**src/rtl/bus_arb_pkg.sv**
```systemverilog
// Shared types and constants for the system-bus arbiter.
package bus_arb_pkg;

    localparam int BUS_W = 64;

    typedef enum logic [1:0] {
        IDLE = 2'd0,
        BUS  = 2'd1,
        ACK  = 2'd2
    } state_t;

    // Read data returned when a transfer is abandoned by the watchdog.
    localparam logic [BUS_W-1:0] ERR_RDATA = '1;

endpackage

```
**src/rtl/bus_arbiter_rr_picker.sv**
```systemverilog
// rr_picker: combinational round-robin selector; searches upward from ptr and wraps.
module rr_picker #(
    parameter int NREQ  = 2,
    parameter int IDX_W = 1
) (
    input  logic [NREQ-1:0]  req,
    input  logic [IDX_W-1:0] ptr,
    output logic [NREQ-1:0]  win_onehot,
    output logic [IDX_W-1:0] win_idx,
    output logic             any_req
);

    logic             found;
    logic [IDX_W-1:0] cand;

    always_comb begin
        // NOTE: every variable written here gets a default first, so no path can infer a latch.
        win_onehot = '0;
        win_idx    = '0;
        found      = 1'b0;
        cand       = '0;
        for (int i = 0; i < NREQ; i++) begin
            cand = IDX_W'((int'(ptr) + i) % NREQ);
            if (!found && req[cand]) begin
                found            = 1'b1;
                win_idx          = cand;
                win_onehot[cand] = 1'b1;
            end
        end
    end

    assign any_req = |req;

endmodule

```
**src/rtl/bus_arbiter.sv**
```systemverilog
// bus_arbiter: round-robin arbiter and sequencer for the shared 64-bit system bus.
// Define BUS_ARB_TIMEOUT_EN to add a watchdog that ends a stuck BUS phase with err.
module bus_arbiter
    import bus_arb_pkg::*;
#(
    parameter int NREQ = 2
`ifdef BUS_ARB_TIMEOUT_EN
    , parameter int TIMEOUT = 255
`endif
) (
    input  logic                 clock,
    input  logic                 reset,
    input  logic [NREQ-1:0]      req,
    input  logic [NREQ-1:0]      we,
    input  logic [NREQ*BUS_W-1:0] m_addr,
    input  logic [NREQ*BUS_W-1:0] m_wdata,
    output logic [NREQ-1:0]      gnt,
    output logic [NREQ-1:0]      ack,
    output logic                 err,
    output logic [BUS_W-1:0]     rdata,
    output logic [BUS_W-1:0]     bus_addr,
    output logic [BUS_W-1:0]     bus_wdata,
    output logic                 bus_read,
    output logic                 bus_write,
    input  logic [BUS_W-1:0]     bus_rdata,
    input  logic                 bus_ready
);

    localparam int IDX_W = (NREQ > 1) ? $clog2(NREQ) : 1;

    state_t           state_q, state_d;
    logic [IDX_W-1:0] ptr_q, ptr_d;
    logic [IDX_W-1:0] idx_q, idx_d;
    logic [NREQ-1:0]  gnt_q, gnt_d;
    logic [NREQ-1:0]  ack_q, ack_d;
    logic [BUS_W-1:0] rdata_q, rdata_d;
    logic [BUS_W-1:0] addr_q, addr_d;
    logic [BUS_W-1:0] wdata_q, wdata_d;
    logic             read_q, read_d;
    logic             write_q, write_d;

    logic [NREQ-1:0]  pick_onehot;
    logic [IDX_W-1:0] pick_idx;
    logic             any_req;

    rr_picker #(
        .NREQ (NREQ),
        .IDX_W(IDX_W)
    ) u_picker (
        .req       (req),
        .ptr       (ptr_q),
        .win_onehot(pick_onehot),
        .win_idx   (pick_idx),
        .any_req   (any_req)
    );

`ifdef BUS_ARB_TIMEOUT_EN
    localparam int               CNT_W    = $clog2(TIMEOUT + 1);
    localparam logic [CNT_W-1:0] CNT_LAST = CNT_W'(TIMEOUT - 1);
    logic [CNT_W-1:0] cnt_q, cnt_d;
    logic             err_q, err_d;
`endif

    always_comb begin
        state_d = state_q;
        ptr_d   = ptr_q;
        idx_d   = idx_q;
        gnt_d   = gnt_q;
        ack_d   = '0;
        rdata_d = rdata_q;
        addr_d  = addr_q;
        wdata_d = wdata_q;
        read_d  = read_q;
        write_d = write_q;
`ifdef BUS_ARB_TIMEOUT_EN
        cnt_d   = cnt_q;
        err_d   = 1'b0;
`endif
        unique case (state_q)
            IDLE: begin
                if (any_req) begin
                    state_d = BUS;
                    idx_d   = pick_idx;
                    gnt_d   = pick_onehot;
                    addr_d  = m_addr[int'(pick_idx)*BUS_W +: BUS_W];
                    wdata_d = m_wdata[int'(pick_idx)*BUS_W +: BUS_W];
                    write_d = we[pick_idx];
                    read_d  = !we[pick_idx];
`ifdef BUS_ARB_TIMEOUT_EN
                    cnt_d   = '0;
`endif
                end
            end
            BUS: begin
                // gnt stays up through ACK; only the strobes drop here.
                if (bus_ready) begin
                    state_d = ACK;
                    ack_d   = gnt_q;
                    rdata_d = write_q ? '0 : bus_rdata;
                    read_d  = 1'b0;
                    write_d = 1'b0;
                end
`ifdef BUS_ARB_TIMEOUT_EN
                else if (cnt_q == CNT_LAST) begin
                    state_d = ACK;
                    ack_d   = gnt_q;
                    err_d   = 1'b1;
                    rdata_d = ERR_RDATA;
                    read_d  = 1'b0;
                    write_d = 1'b0;
                end else begin
                    cnt_d = cnt_q + 1'b1;
                end
`endif
            end
            ACK: begin
                state_d = IDLE;
                gnt_d   = '0;
                ptr_d   = (idx_q == IDX_W'(NREQ - 1)) ? '0 : idx_q + 1'b1;
            end
            default: state_d = IDLE;
        endcase
    end

    // NOTE: sequential state uses non-blocking assignments so every flop samples pre-edge values.
    always_ff @(posedge clock or posedge reset) begin
        if (reset) begin
            state_q <= IDLE;
            ptr_q   <= '0;
            idx_q   <= '0;
            gnt_q   <= '0;
            ack_q   <= '0;
            rdata_q <= '0;
            addr_q  <= '0;
            wdata_q <= '0;
            read_q  <= 1'b0;
            write_q <= 1'b0;
`ifdef BUS_ARB_TIMEOUT_EN
            cnt_q   <= '0;
            err_q   <= 1'b0;
`endif
        end else begin
            state_q <= state_d;
            ptr_q   <= ptr_d;
            idx_q   <= idx_d;
            gnt_q   <= gnt_d;
            ack_q   <= ack_d;
            rdata_q <= rdata_d;
            addr_q  <= addr_d;
            wdata_q <= wdata_d;
            read_q  <= read_d;
            write_q <= write_d;
`ifdef BUS_ARB_TIMEOUT_EN
            cnt_q   <= cnt_d;
            err_q   <= err_d;
`endif
        end
    end

    assign gnt       = gnt_q;
    assign ack       = ack_q;
    assign rdata     = rdata_q;
    assign bus_addr  = addr_q;
    assign bus_wdata = wdata_q;
    assign bus_read  = read_q;
    assign bus_write = write_q;
`ifdef BUS_ARB_TIMEOUT_EN
    assign err = err_q;
`else
    assign err = 1'b0;
`endif

endmodule

```
**config.mk**
```make
export PLATFORM = sky130hd
export DESIGN_NAME = bus_arbiter
export DESIGN_NICKNAME = d
export VERILOG_FILES = /design/src/rtl/bus_arb_pkg.sv /design/src/rtl/bus_arbiter_rr_picker.sv /design/src/rtl/bus_arbiter.sv
export SDC_FILE = /design/constraint.sdc
export NUM_CORES = 1
export LEC_CHECK = 0
export CAP_MARGIN = 0
export CORE_AREA = 2 2 203 205
export CTS_CLUSTER_DIAMETER = 120
export CTS_CLUSTER_SIZE = 25
export DETAILED_ROUTE_END_ITERATION = 16
export DIE_AREA = 0 0 205 207
export GPL_TIMING_DRIVEN = 0
export REMOVE_ABC_BUFFERS = 1
export SYNTH_ARGS = -nofsm -noshare
export SYNTH_HDL_FRONTEND = slang
export SYNTH_SLANG_ARGS = --single-unit
export TNS_END_PERCENT = 100
```
**constraint.sdc**
```tcl
create_clock -name clock -period 9.5 [get_ports clock]
set_input_delay 2.375 -clock clock [delete_from_list [all_inputs] [get_ports clock]]
set_output_delay 2.375 -clock clock [all_outputs]
set_load 0.1 [all_outputs]
```
==> results.json <==
{
  "outcome": "finished, final reports clean",
  "accumulated_negative_setup_slack_ps": 0,
  "drt_pass1_iterations": 5,
  "route.detailed.vias_per_inst": 5.10,
  "design.final.nets": 1824,
  "timing.critical_path.slowest_stage_cell": "sky130_fd_sc_hd__clkdlybuf4s50_1",
  "synth.cell_area_mm2": 0.00988,
  "crit-reg2reg-capture": "bus_addr[42]$_DFFE_PP0P_",
  "totalWireLength_mm": 42.6,
  "worst-path-max-fanout": 66,
  "tightest_slew_ps": 1120,
  "hpwl_mm": 28.7,
  "post-cts-setup-buffers": 0,
  "worstPathArrival_ps": 2760,
  "layout.core_utilization_pct": 39.7,
  "seq_area_mm2": 0.00506,
  "critPathBufInv": 1,
  "layout.cell_area.non_filler_mm2": 0.0160,
  "count_of_routing_violations_after_the_opening_detailed_route_iteration": 817,
  "layout.filler_cells": 4020,
  "route.vias.total": 10357,
  "floorplan.initialDensity_pct": 24.5,
  "synth_edf_count": 0,
  "die_width_um": 205,
  "slack_of_the_worst_reg_to_reg_path_ps": 7330,
  "final-max-slew-violation-count": 0,
  "area.growth.synth_to_final_pct": 62.1,
  "max_slew_margin_pct": 24.9,
  "finalNonFillerCells": 2032,
  "clock.fmax_mhz": 195,
  "cpPeakStageDelay_ps": 1280,
  "die_height_um": 207,
  "post_synthesis_async_set_or_reset_flop_share_pct": 100,
  "tritoncts_num_sinks": 202,
  "yosys_warnings": 0,
  "rsz0062_at_grt": "no",
  "grt_util_all_layers_pct": 19.0,
  "timing.setup.critical_path_class": "reg -> out",
  "grt_max_degree": 105,
  "synth_cell_type_count": 25,
  "wp_data_required_ps": 7130,
  "cts_inserted_buffers": 12,
  "reported_max_cap_violation_count": 0,
  "placedCellCount": 2015,
  "first_global_vias": 10369,
  "drtAntennaViolNets": 0,
  "core_rows": 74,
  "ios": 526,
  "core_region_area_mm2": 0.0404,
  "yosys_most_used_dff": "sky130_fd_sc_hd__dfrtp_1",
  "fraction_of_the_yosys_area_taken_by_sequential_cells_pct": 51.1,
  "place_congestion": 0.799,
  "fin_crit_sh_pct": 54.0,
  "finalHoldViolCount": 0,
  "crit-reg2reg-launch": "ptr_q$_DFFE_PP0P_",
  "critical_path.top_delay_family": "buffers and inverters",
  "end_kind": "output port",
  "yosys_register_bits": 202,
  "clock_latency_ps": 490,
  "clock_tree.root_cell": "sky130_fd_sc_hd__clkbuf_16",
  "drt-wirelength-per-cell_um": 20.9,
  "r2r_cells": 4,
  "cts.reportedPaths.clkPinSlew_ps": 100,
  "hold_path.class": "reg -> reg",
  "path_cells": "clkdlybuf4s50_1",
  "worst_hold_path.endpoint": "ptr_q$_DFFE_PP0P_",
  "cts-resized-gates": 0,
  "placedInstanceArea_mm2": 0.0157,
  "die-area_mm2": 0.0424,
  "setup_viol": 0,
  "multi_input_comb_area_mm2": 0.00421,
  "aggregate_global_routing_overflow": 0,
  "post_route_cells_drive_above_1_share_pct": 3.07,
  "cts_tree": "yes",
  "grt_first_pass_wirelength_mm": 64.4,
  "avgSynthCellArea_um2": 9.20,
  "ctsLongestPathBuffers": 3,
  "layout_min_cycle_time_ps": 5130,
  "place.port_buffers": 524,
  "syn-instance-count": 1074,
  "antenna_found_initial": 2,
  "hold_path_startpoint": "idx_q$_DFFE_PP0P_",
  "min_delay_path_depth": 1,
  "cts_max_level": 1,
  "finalClockSkew_ps": 29.1,
  "cts.hold.buffers_added": 0,
  "setup.worst_path.start_class": "register",
  "remaining_drc_errors": 0
}
layer usage:
layer / part of all wire, % / GRT usage [%]
met1: 40 / 23.7
met2: 47 / 31.1
met3: 10 / 6.70
met4: 2.5 / 4.89
met5: 0 / 0
metrics by stage:
stage,hold WS [ps],setup WS (ps)
floorplan,431,1610
global placement,441,-5840
detailed placement,468,4780
CTS,483,4310
global route,517,4220
finish,476,4370
synthesized netlist by cell type, types with 3 or more instances:
master | instances | area [um2]
sky130_fd_sc_hd__o21ai_1 | 9 | 45.0
sky130_fd_sc_hd__o21ai_0 | 190 | 951
sky130_fd_sc_hd__dfrtp_1 | 202 | 5050
sky130_fd_sc_hd__a311oi_1 | 128 | 1120
sky130_fd_sc_hd__nand2b_1 | 67 | 419
sky130_fd_sc_hd__buf_6 | 9 | 101
sky130_fd_sc_hd__buf_1 | 3 | 11.3
sky130_fd_sc_hd__clkbuf_1 | 79 | 297
sky130_fd_sc_hd__buf_2 | 43 | 215
sky130_fd_sc_hd__nand2_1 | 68 | 255
sky130_fd_sc_hd__a21oi_1 | 256 | 1280
cell usage in the layout (no fill, tap or decap), drive strengths merged, types with 3 or more instances in the layout:
cell type	synthesis	final
buf	57	22
a21oi	256	256
nor2	3	3
nand2	68	68
dfrtp	202	202
nand2b	67	67
a311oi	129	129
clkbuf	79	14
o21ai	199	199
clkdlybuf4s50	0	523
inv	3	3
logic make-up after synthesis:
family,after synthesis,synth area share (%)
buf+inv,139,6.58
simple gates,144,7.37
other cells,1,0.0379
flops,202,51.1
compound gates,588,34.9
how the worst max path moves through the flow:
stage,start,to,slack [ps],cells past startpoint
5_1_grt,bus_write$_DFFE_PP0P_,bus_write,4220,1
3_3_place_gp,req[1],bus_addr[42]$_DFFE_PP0P_,-5840,4
2_1_floorplan,reset,ack[0]$_DFF_PP0_,1610,1
6_report,bus_write$_DFFE_PP0P_,bus_write,4370,1
4_1_cts,bus_write$_DFFE_PP0P_,bus_write,4310,1
3_5_place_dp,req[0],bus_addr[42]$_DFFE_PP0P_,4780,5
sequential cells by signal, indices dropped and copies added (netlist names):
signal / cells
bus_write: 1
gnt: 2
ack: 2
state_q: 2
bus_read: 1
bus_wdata: 64
idx_q: 1
rdata: 64
ptr_q: 1
bus_addr: 64
cell type report:
cell class	count	area share (%)
Timing Repair Buffer	545	35.6
Sequential cell	202	31.6
Multi-Input combinational cell	733	26.3
Tap cell	532	4.16
Clock buffer	14	2.05
Clock inverter	1	0.187
Inverter	3	0.133
Antenna cell	2	0.0312
Power is left out: the tool's default activity adds up to more than one toggle a clock period on the data nets, which glitch-free logic cannot reach.
